--- config.mk ---
export PLATFORM = sky130hd
export DESIGN_NAME = sdram_burst_writer_flat
export DESIGN_NICKNAME = d
export VERILOG_FILES = /design/src/rtl/sdram_burst_writer_if.sv /design/src/rtl/sdram_burst_writer.sv /design/src/flat_wrapper.sv
export SDC_FILE = /design/constraint.sdc
export NUM_CORES = 1
export LEC_CHECK = 0
export CAP_MARGIN = 10
export CELL_PAD_IN_SITES_DETAIL_PLACEMENT = 2
export CELL_PAD_IN_SITES_GLOBAL_PLACEMENT = 2
export CORE_MARGIN = 2
export CORE_UTILIZATION = 33
export DETAILED_ROUTE_END_ITERATION = 8
export HOLD_SLACK_MARGIN = 0.05
export PLACE_DENSITY = 0.89
export SETUP_SLACK_MARGIN = 0.02
export SLEW_MARGIN = 10
export SYNTH_ARGS = -nofsm -noshare
export SYNTH_HDL_FRONTEND = slang
export SYNTH_SLANG_ARGS = --single-unit
--- constraint.sdc ---
create_clock -name clk -period 4 [get_ports clk]
set_input_delay 1 -clock clk [delete_from_list [all_inputs] [get_ports clk]]
set_output_delay 1 -clock clk [all_outputs]
set_load 0.1 [all_outputs]
--- src/rtl/sdram_burst_writer_if.sv ---
// Bus bundle for sdram_burst_writer: job control, arbiter handshake, SDRAM command bus, write-FIFO port.
// SDRAM_WR_BYTE_MASK_EN widens the FIFO word with per-byte masks and adds wr_dqm.
interface sdram_burst_writer_if #(
    parameter int DQ_W  = 16,
    parameter int ROW_W = 13,
    parameter int COL_W = 9,
    parameter int BA_W  = 2,
    parameter int LEN_W = 16
);
`ifdef SDRAM_WR_BYTE_MASK_EN
    localparam int FIFO_W = DQ_W + DQ_W / 8;
`else
    localparam int FIFO_W = DQ_W;
`endif

    logic                        start;
    logic [BA_W+ROW_W+COL_W-1:0] start_addr;
    logic [LEN_W-1:0]            start_len;
    logic                        busy;
    logic                        done;
    logic                        aref_req;
    logic                        wr_en;
    logic                        wr_req;
    logic                        flag_wr_end;
    logic [3:0]                  wr_cmd;
    logic [BA_W-1:0]             wr_ba;
    logic [ROW_W-1:0]            wr_addr;
    logic [DQ_W-1:0]             wr_data;
    logic                        wfifo_rd_en;
    logic [FIFO_W-1:0]           wfifo_rd_data;
`ifdef SDRAM_WR_BYTE_MASK_EN
    logic [DQ_W/8-1:0]           wr_dqm;
`endif

    modport master (
        input  start, start_addr, start_len, aref_req, wr_en, wfifo_rd_data,
        output busy, done, wr_req, flag_wr_end, wr_cmd, wr_ba, wr_addr, wr_data, wfifo_rd_en
`ifdef SDRAM_WR_BYTE_MASK_EN
        , output wr_dqm
`endif
    );

    modport slave (
        output start, start_addr, start_len, aref_req, wr_en, wfifo_rd_data,
        input  busy, done, wr_req, flag_wr_end, wr_cmd, wr_ba, wr_addr, wr_data, wfifo_rd_en
`ifdef SDRAM_WR_BYTE_MASK_EN
        , input wr_dqm
`endif
    );
endinterface

--- src/rtl/sdram_burst_writer.sv ---
// SDRAM write engine: streams write-FIFO data as back-to-back bursts with row/bank crossing and refresh yield.
// Optional byte masking via SDRAM_WR_BYTE_MASK_EN (adds wr_dqm, FIFO word carries masks).
module sdram_burst_writer #(
    parameter int DQ_W      = 16,
    parameter int ROW_W     = 13,
    parameter int COL_W     = 9,
    parameter int BA_W      = 2,
    parameter int BURST_LEN = 4,
    parameter int LEN_W     = 16,
    parameter int T_RCD     = 2,
    parameter int T_WR      = 2,
    parameter int T_RP      = 2
) (
    input  logic                 clk,
    input  logic                 rst_n,
    sdram_burst_writer_if.master bus
);
    localparam int CNT_W = 8;
    localparam logic [3:0] CMD_NOP   = 4'b0111;
    localparam logic [3:0] CMD_ACT   = 4'b0011;
    localparam logic [3:0] CMD_WRITE = 4'b0100;
    localparam logic [3:0] CMD_PALL  = 4'b0010;
    localparam logic [ROW_W-1:0] ADDR_A10 = ROW_W'(1024);

    typedef enum logic [2:0] {
        S_IDLE, S_REQ, S_ACT, S_TRCD, S_WRITE, S_TWR, S_PRE, S_TRP
    } state_t;

    state_t             state_q, state_d;
    logic [BA_W-1:0]    bank_q, bank_d;
    logic [ROW_W-1:0]   row_q, row_d;
    logic [COL_W-1:0]   col_q, col_d;
    logic [LEN_W-1:0]   rem_q, rem_d;
    logic [CNT_W-1:0]   cnt_q, cnt_d;
    logic               yield_q, yield_d;
    logic               busy_q, busy_d;
    logic               done_q, done_d;
    logic               wr_req_q, wr_req_d;
    logic               flag_q, flag_d;
    logic [3:0]         cmd_q, cmd_d;
    logic [BA_W-1:0]    ba_q, ba_d;
    logic [ROW_W-1:0]   addr_q, addr_d;

    logic               col_carry, row_carry;
    logic [COL_W-1:0]   col_next;
    logic [ROW_W-1:0]   row_next;
    logic               enter_write, after_rp;

    always_comb begin
        state_d  = state_q;
        bank_d   = bank_q;
        row_d    = row_q;
        col_d    = col_q;
        rem_d    = rem_q;
        cnt_d    = cnt_q;
        yield_d  = yield_q;
        busy_d   = busy_q;
        done_d   = 1'b0;
        flag_d   = 1'b0;
        wr_req_d = 1'b0;
        cmd_d    = CMD_NOP;
        ba_d     = ba_q;
        addr_d   = addr_q;
        enter_write = 1'b0;
        after_rp    = 1'b0;
        {col_carry, col_next} = {1'b0, col_q} + (COL_W+1)'(BURST_LEN);
        {row_carry, row_next} = {1'b0, row_q} + (ROW_W+1)'(1);

        case (state_q)
            S_IDLE: begin
                if (bus.start) begin
                    if (bus.start_len == '0) begin
                        done_d = 1'b1;
                    end else begin
                        bank_d   = bus.start_addr[BA_W+ROW_W+COL_W-1:ROW_W+COL_W];
                        row_d    = bus.start_addr[ROW_W+COL_W-1:COL_W];
                        col_d    = bus.start_addr[COL_W-1:0] & ~COL_W'(BURST_LEN-1);
                        rem_d    = bus.start_len;
                        yield_d  = 1'b0;
                        busy_d   = 1'b1;
                        wr_req_d = 1'b1;
                        state_d  = S_REQ;
                    end
                end
            end
            S_REQ: begin
                if (bus.wr_en) begin
                    state_d = S_ACT;
                    cmd_d   = CMD_ACT;
                    ba_d    = bank_q;
                    addr_d  = row_q;
                end else begin
                    wr_req_d = 1'b1;
                end
            end
            S_ACT: begin
                if (T_RCD == 1) begin
                    enter_write = 1'b1;
                end else begin
                    state_d = S_TRCD;
                    cnt_d   = CNT_W'(T_RCD - 2);
                end
            end
            S_TRCD: begin
                if (cnt_q == '0) enter_write = 1'b1;
                else             cnt_d = cnt_q - CNT_W'(1);
            end
            S_WRITE: begin
                // Refresh and row end are only honoured at the last beat so bursts are never cut short.
                if (cnt_q == CNT_W'(BURST_LEN - 1)) begin
                    rem_d = rem_q - LEN_W'(1);
                    col_d = col_next;
                    if (col_carry) begin
                        row_d = row_next;
                        if (row_carry) bank_d = bank_q + BA_W'(1);
                    end
                    if (rem_q == LEN_W'(1) || col_carry || bus.aref_req) begin
                        state_d = S_TWR;
                        cnt_d   = CNT_W'(T_WR - 1);
                        yield_d = bus.aref_req;
                    end else begin
                        cnt_d  = '0;
                        cmd_d  = CMD_WRITE;
                        addr_d = {{(ROW_W-COL_W){1'b0}}, col_next};
                    end
                end else begin
                    cnt_d = cnt_q + CNT_W'(1);
                end
            end
            S_TWR: begin
                if (cnt_q == '0) begin
                    state_d = S_PRE;
                    cmd_d   = CMD_PALL;
                    addr_d  = ADDR_A10;
                end else begin
                    cnt_d = cnt_q - CNT_W'(1);
                end
            end
            S_PRE: begin
                if (T_RP == 1) begin
                    after_rp = 1'b1;
                end else begin
                    state_d = S_TRP;
                    cnt_d   = CNT_W'(T_RP - 2);
                end
            end
            S_TRP: begin
                if (cnt_q == '0) after_rp = 1'b1;
                else             cnt_d = cnt_q - CNT_W'(1);
            end
            default: state_d = S_IDLE;
        endcase

        if (enter_write) begin
            state_d = S_WRITE;
            cnt_d   = '0;
            cmd_d   = CMD_WRITE;
            ba_d    = bank_q;
            addr_d  = {{(ROW_W-COL_W){1'b0}}, col_q};
        end

        // After precharge: finish, hand the bus to refresh, or open the next row ourselves.
        if (after_rp) begin
            yield_d = 1'b0;
            if (rem_q == '0) begin
                state_d = S_IDLE;
                done_d  = 1'b1;
                flag_d  = 1'b1;
                busy_d  = 1'b0;
            end else if (yield_q || bus.aref_req) begin
                state_d  = S_REQ;
                wr_req_d = 1'b1;
                flag_d   = 1'b1;
            end else begin
                state_d = S_ACT;
                cmd_d   = CMD_ACT;
                ba_d    = bank_q;
                addr_d  = row_q;
            end
        end
    end

    always_ff @(posedge clk or negedge rst_n) begin
        if (!rst_n) begin
            state_q  <= S_IDLE;
            bank_q   <= '0;
            row_q    <= '0;
            col_q    <= '0;
            rem_q    <= '0;
            cnt_q    <= '0;
            yield_q  <= 1'b0;
            busy_q   <= 1'b0;
            done_q   <= 1'b0;
            wr_req_q <= 1'b0;
            flag_q   <= 1'b0;
            cmd_q    <= CMD_NOP;
            ba_q     <= '0;
            addr_q   <= ADDR_A10;
        end else begin
            state_q  <= state_d;
            bank_q   <= bank_d;
            row_q    <= row_d;
            col_q    <= col_d;
            rem_q    <= rem_d;
            cnt_q    <= cnt_d;
            yield_q  <= yield_d;
            busy_q   <= busy_d;
            done_q   <= done_d;
            wr_req_q <= wr_req_d;
            flag_q   <= flag_d;
            cmd_q    <= cmd_d;
            ba_q     <= ba_d;
            addr_q   <= addr_d;
        end
    end

    assign bus.busy        = busy_q;
    assign bus.done        = done_q;
    assign bus.wr_req      = wr_req_q;
    assign bus.flag_wr_end = flag_q;
    assign bus.wr_cmd      = cmd_q;
    assign bus.wr_ba       = ba_q;
    assign bus.wr_addr     = addr_q;
    assign bus.wr_data     = bus.wfifo_rd_data[DQ_W-1:0];
    // FIFO has one clock of read latency, so read whenever the next cycle is a write beat.
    assign bus.wfifo_rd_en = (state_d == S_WRITE);
`ifdef SDRAM_WR_BYTE_MASK_EN
    assign bus.wr_dqm = (state_q == S_WRITE) ? bus.wfifo_rd_data[DQ_W +: DQ_W/8] : '1;
`endif
endmodule

--- src/flat_wrapper.sv ---
// flat-port wrapper written by rule: the top's interface ports become plain ports
module sdram_burst_writer_flat 
#(
    parameter int DQ_W      = 16,
    parameter int ROW_W     = 13,
    parameter int COL_W     = 9,
    parameter int BA_W      = 2,
    parameter int BURST_LEN = 4,
    parameter int LEN_W     = 16,
    parameter int T_RCD     = 2,
    parameter int T_WR      = 2,
    parameter int T_RP      = 2
)
  (clk, rst_n, bus_start, bus_start_addr, bus_start_len, bus_aref_req, bus_wr_en, bus_wfifo_rd_data, bus_busy, bus_done, bus_wr_req, bus_flag_wr_end, bus_wr_cmd, bus_wr_ba, bus_wr_addr, bus_wr_data, bus_wfifo_rd_en);
  sdram_burst_writer_if #(.DQ_W(DQ_W), .ROW_W(ROW_W), .COL_W(COL_W), .BA_W(BA_W), .LEN_W(LEN_W)) bus_i ();
  input  logic clk;
  input  logic rst_n;
  input wire logic [$bits(bus_i.start)-1:0] bus_start;
  input wire logic [$bits(bus_i.start_addr)-1:0] bus_start_addr;
  input wire logic [$bits(bus_i.start_len)-1:0] bus_start_len;
  input wire logic [$bits(bus_i.aref_req)-1:0] bus_aref_req;
  input wire logic [$bits(bus_i.wr_en)-1:0] bus_wr_en;
  input wire logic [$bits(bus_i.wfifo_rd_data)-1:0] bus_wfifo_rd_data;
  output wire logic [$bits(bus_i.busy)-1:0] bus_busy;
  output wire logic [$bits(bus_i.done)-1:0] bus_done;
  output wire logic [$bits(bus_i.wr_req)-1:0] bus_wr_req;
  output wire logic [$bits(bus_i.flag_wr_end)-1:0] bus_flag_wr_end;
  output wire logic [$bits(bus_i.wr_cmd)-1:0] bus_wr_cmd;
  output wire logic [$bits(bus_i.wr_ba)-1:0] bus_wr_ba;
  output wire logic [$bits(bus_i.wr_addr)-1:0] bus_wr_addr;
  output wire logic [$bits(bus_i.wr_data)-1:0] bus_wr_data;
  output wire logic [$bits(bus_i.wfifo_rd_en)-1:0] bus_wfifo_rd_en;
  assign bus_i.start = bus_start;
  assign bus_i.start_addr = bus_start_addr;
  assign bus_i.start_len = bus_start_len;
  assign bus_i.aref_req = bus_aref_req;
  assign bus_i.wr_en = bus_wr_en;
  assign bus_i.wfifo_rd_data = bus_wfifo_rd_data;
  assign bus_busy = bus_i.busy;
  assign bus_done = bus_i.done;
  assign bus_wr_req = bus_i.wr_req;
  assign bus_flag_wr_end = bus_i.flag_wr_end;
  assign bus_wr_cmd = bus_i.wr_cmd;
  assign bus_wr_ba = bus_i.wr_ba;
  assign bus_wr_addr = bus_i.wr_addr;
  assign bus_wr_data = bus_i.wr_data;
  assign bus_wfifo_rd_en = bus_i.wfifo_rd_en;
  sdram_burst_writer #(.DQ_W(DQ_W), .ROW_W(ROW_W), .COL_W(COL_W), .BA_W(BA_W), .BURST_LEN(BURST_LEN), .LEN_W(LEN_W), .T_RCD(T_RCD), .T_WR(T_WR), .T_RP(T_RP)) u_core (.clk(clk), .rst_n(rst_n), .bus(bus_i));
endmodule
==> results.cfg <==
[setup_path]
setup.worst_path.end_class = output pin
critical_path.max_fanout = 2
required_time_worst_endpoint_ps = 3000
worst-endpoint-arrival_ps = 2960
crit_path_start_kind = input pin
criticalPathCategory = in2out

[timing]
unrepaired_setup_endpoints_after_global_routing = false
max_freq_ghz = 0.252
setup_viol_count_final = 0
layout_setup_ws_ps = 38.9
worst_pin_slew_ps = 1040
skew_ps = 8.78
slew_headroom_pct = 30.6
finalMaxSlewViolations = 0
fin_hold_ws_ps = 517
post-route-period-util_pct = 99.0
final_hold_viol_count = 0
finalCriticalPeriod_ps = 3960

[logic_synthesis]
netlist-cell-type-count = 65
synth.yosys.seq_area_share_pct = 37.3
syn-instance-count = 584
synth_area_per_cell_um2 = 8.30
largest_cells_by_area_after_synthesis = sky130_fd_sc_hd__dfrtp_1 35%, sky130_fd_sc_hd__a21oi_1 5.8%, sky130_fd_sc_hd__o21ai_0 5.1%, sky130_fd_sc_hd__nand2_1 4.1%, sky130_fd_sc_hd__nor2_1 4.1%
ys_seq_elements = 72
ys.flop_type = sky130_fd_sc_hd__dfrtp_1
async_reset_ff_share_pct = 100
syn-num-nets = 652
synthDominantAreaCellType = sky130_fd_sc_hd__dfrtp_1
synth_enable_flop_cells = 0
synthesis.area_um2 = 4850
synth.yosys.warnings = 0
yosysTopAreaCellShare_pct = 35.1

[power_and_ir_drop]
peakVddDrop_uv = 359
total_leakage_power_uw = 0.00224
power.density_cell_area_nw_per_um2 = 874

[clock_network]
cts-root-buf = sky130_fd_sc_hd__clkbuf_16
cts_tree = built
clkSinkCount = 72
insertion_delay_ps = 340
clkTransAtPathRegs_ps = 60
clk_path_buf_depth = 2
numCtsBuffers = 9
post_cts_hold_buffer_count = 0
cts-htree-levels = 3

[finish]
layout-area-overhead-vs-synth_pct = 21.8
final_layout_size_suffix_gt1_share_pct = 8.09
antenna_cells = 0
most-common-layout-cells = 68 x sky130_fd_sc_hd__dfrtp_1, 63 x sky130_fd_sc_hd__clkdlybuf4s50_1, 56 x sky130_fd_sc_hd__a21oi_1, 53 x sky130_fd_sc_hd__nor2_1, 52 x sky130_fd_sc_hd__nand2_1
fin_nets = 681
commonest_non_fill_non_tap_cell_in_the_layout = sky130_fd_sc_hd__dfrtp_1

[grt]
grt_first_pass_wirelength_mm = 29.2
grt_start_max_net_pins = 73
antenna_found_initial = 0
grt_util_all_layers_pct = 22.9
grt_pass1_vias = 5255
grt_overflow = 0

[place]
dp_hpwl_mm = 12.1
gp_congestion = 0.863
port_buffers = 65
dp_slack_ps = -9.31

[die]
die-height_um = 125
boundaryPins = 101
design.core.area_um2 = 14400
start_util_pct = 33.6
die_width_um = 125
die_area_um2 = 15700
placementRows = 44

[drt]
viasPerCell = 6.02
route.antenna.remaining_nets = 0
overall_via_count_from_detail_route = 4827
routed_wirelength_mm = 17.9
detail_route.wl_per_cell_um = 22.3
drtIter0Drc = 329
drc = 0
first_pass_iters = 4

[outcome]
status = complete, no violations

[worst_hold_path]
hold_class = reg2reg

[job]
max_cap_viol_count = 0
==> Yosys cell counts, drive strengths merged, types with 7 or more instances <==
| cell type | number |
|---|---|
| nor2 | 53 |
| nand3 | 26 |
| o21ai | 53 |
| and3 | 8 |
| a22oi | 9 |
| nand2 | 53 |
| dfrtp | 68 |
| o21a | 8 |
| a2bb2oi | 10 |
| o22ai | 15 |
| a31oi | 11 |
| a21oi | 57 |
| nand4 | 10 |
| nor3 | 22 |
| buf | 32 |
| inv | 7 |
| a22o | 11 |
| and2 | 7 |
| ha | 7 |
| clkbuf | 22 |
| nor4 | 7 |
==> through the flow <==
stage	utilization, %	instances	setup TNS, ps	total power (µW)	area [µm²]
2_1_floorplan	-	584	0	3380	4850
3_3_place_gp	38.2	786	0	3910	5510
3_5_place_dp	38.2	786	-9.31	4070	5510
4_1_cts	40.8	802	0	5160	5890
5_1_grt	40.9	802	0	5460	5910
6_report	40.9	802	0	5160	5910
==> state kept, by name, summed over array words and instances, names as in the netlist <==
register and flops:
u_core.bank_q 2, u_core.bus.busy 1, u_core.bus.done 1, u_core.bus.flag_wr_end 1, u_core.bus.wr_addr 13, u_core.bus.wr_ba 2, u_core.bus.wr_cmd 3, u_core.bus.wr_req 1
u_core.cnt_q 8, u_core.col_q 7, u_core.rem_q 16, u_core.row_q 13, u_core.state_q 3, u_core.yield_q 1
==> area by class of cell <==
cell class                 count  area (µm²)
tap                          184         230
sequential                    72        1810
fill                        1630        8520
clock buffer                  11         243
multi-input combinational    451        2760
clock inverter                 5         128
timing repair buffer          72         711
inverter                       7        26.3
==> worst paths after layout <==
kind,start,endpoint,slack [ps],depth (start not counted)
max,bus_start_len[12],bus_wfifo_rd_en,40,7
min,u_core.bus.wr_addr[1],u_core.bus.wr_addr[1],520,1
max reg2reg,u_core.state_q[1],u_core.row_q[7],1070,7
min reg2reg,u_core.bus.wr_addr[1],u_core.bus.wr_addr[1],520,1
max in group asynchronous,rst_n,u_core.rem_q[10],2540,1
min in group asynchronous,rst_n,u_core.cnt_q[3],810,1
==> metal layers <==
metal  track usage, %  wire length (µm)  vias up
met5                0                 0        -
met4             6.80               332        0
met3             2.74               517       28
met2             38.4              8920       91
met1             31.0              8090     2490
li1                 -                 -     2218
==> critical path: stages <==
cell and delay, ps:
sky130_fd_sc_hd__clkdlybuf4s50_1 450, sky130_fd_sc_hd__nor4_1 470, sky130_fd_sc_hd__nand4_1 220, sky130_fd_sc_hd__nor2b_1 210, sky130_fd_sc_hd__a21o_1 200, sky130_fd_sc_hd__o22ai_4 200
sky130_fd_sc_hd__buf_12 210
==> logic make-up (layout without fill, tap and decap cells) <==
group / count (synthesis) / after routing / share of synthesized area [%]
muxes: 3 / 3 / 0.671
DFF: 72 / 72 / 37.3
and+or+nand+nor: 216 / 216 / 23.1
other: 1 / 1 / 0.0774
buffers and inverters: 61 / 95 / 6.53
adders and majority gates: 7 / 7 / 1.81
AOI/OAI and AO/OA: 214 / 214 / 28.7
xor gates and xnor gates: 10 / 10 / 1.81
==> power breakdown <==
part	leakage [µW]	internal (µW)	switching [µW]
registers	0.000856	1060	505
logic	0.00121	858	1710
clock network	0.000176	690	339
total	0.00224	2610	2550
==> timing repair <==
item	4_1_cts	5_1_grt
setup endpoints to repair	1	1
resized for setup	1	2
buffers inserted	0	0
hold endpoints to repair	0	0
Note: power is estimated with default switching activity, not from simulation.
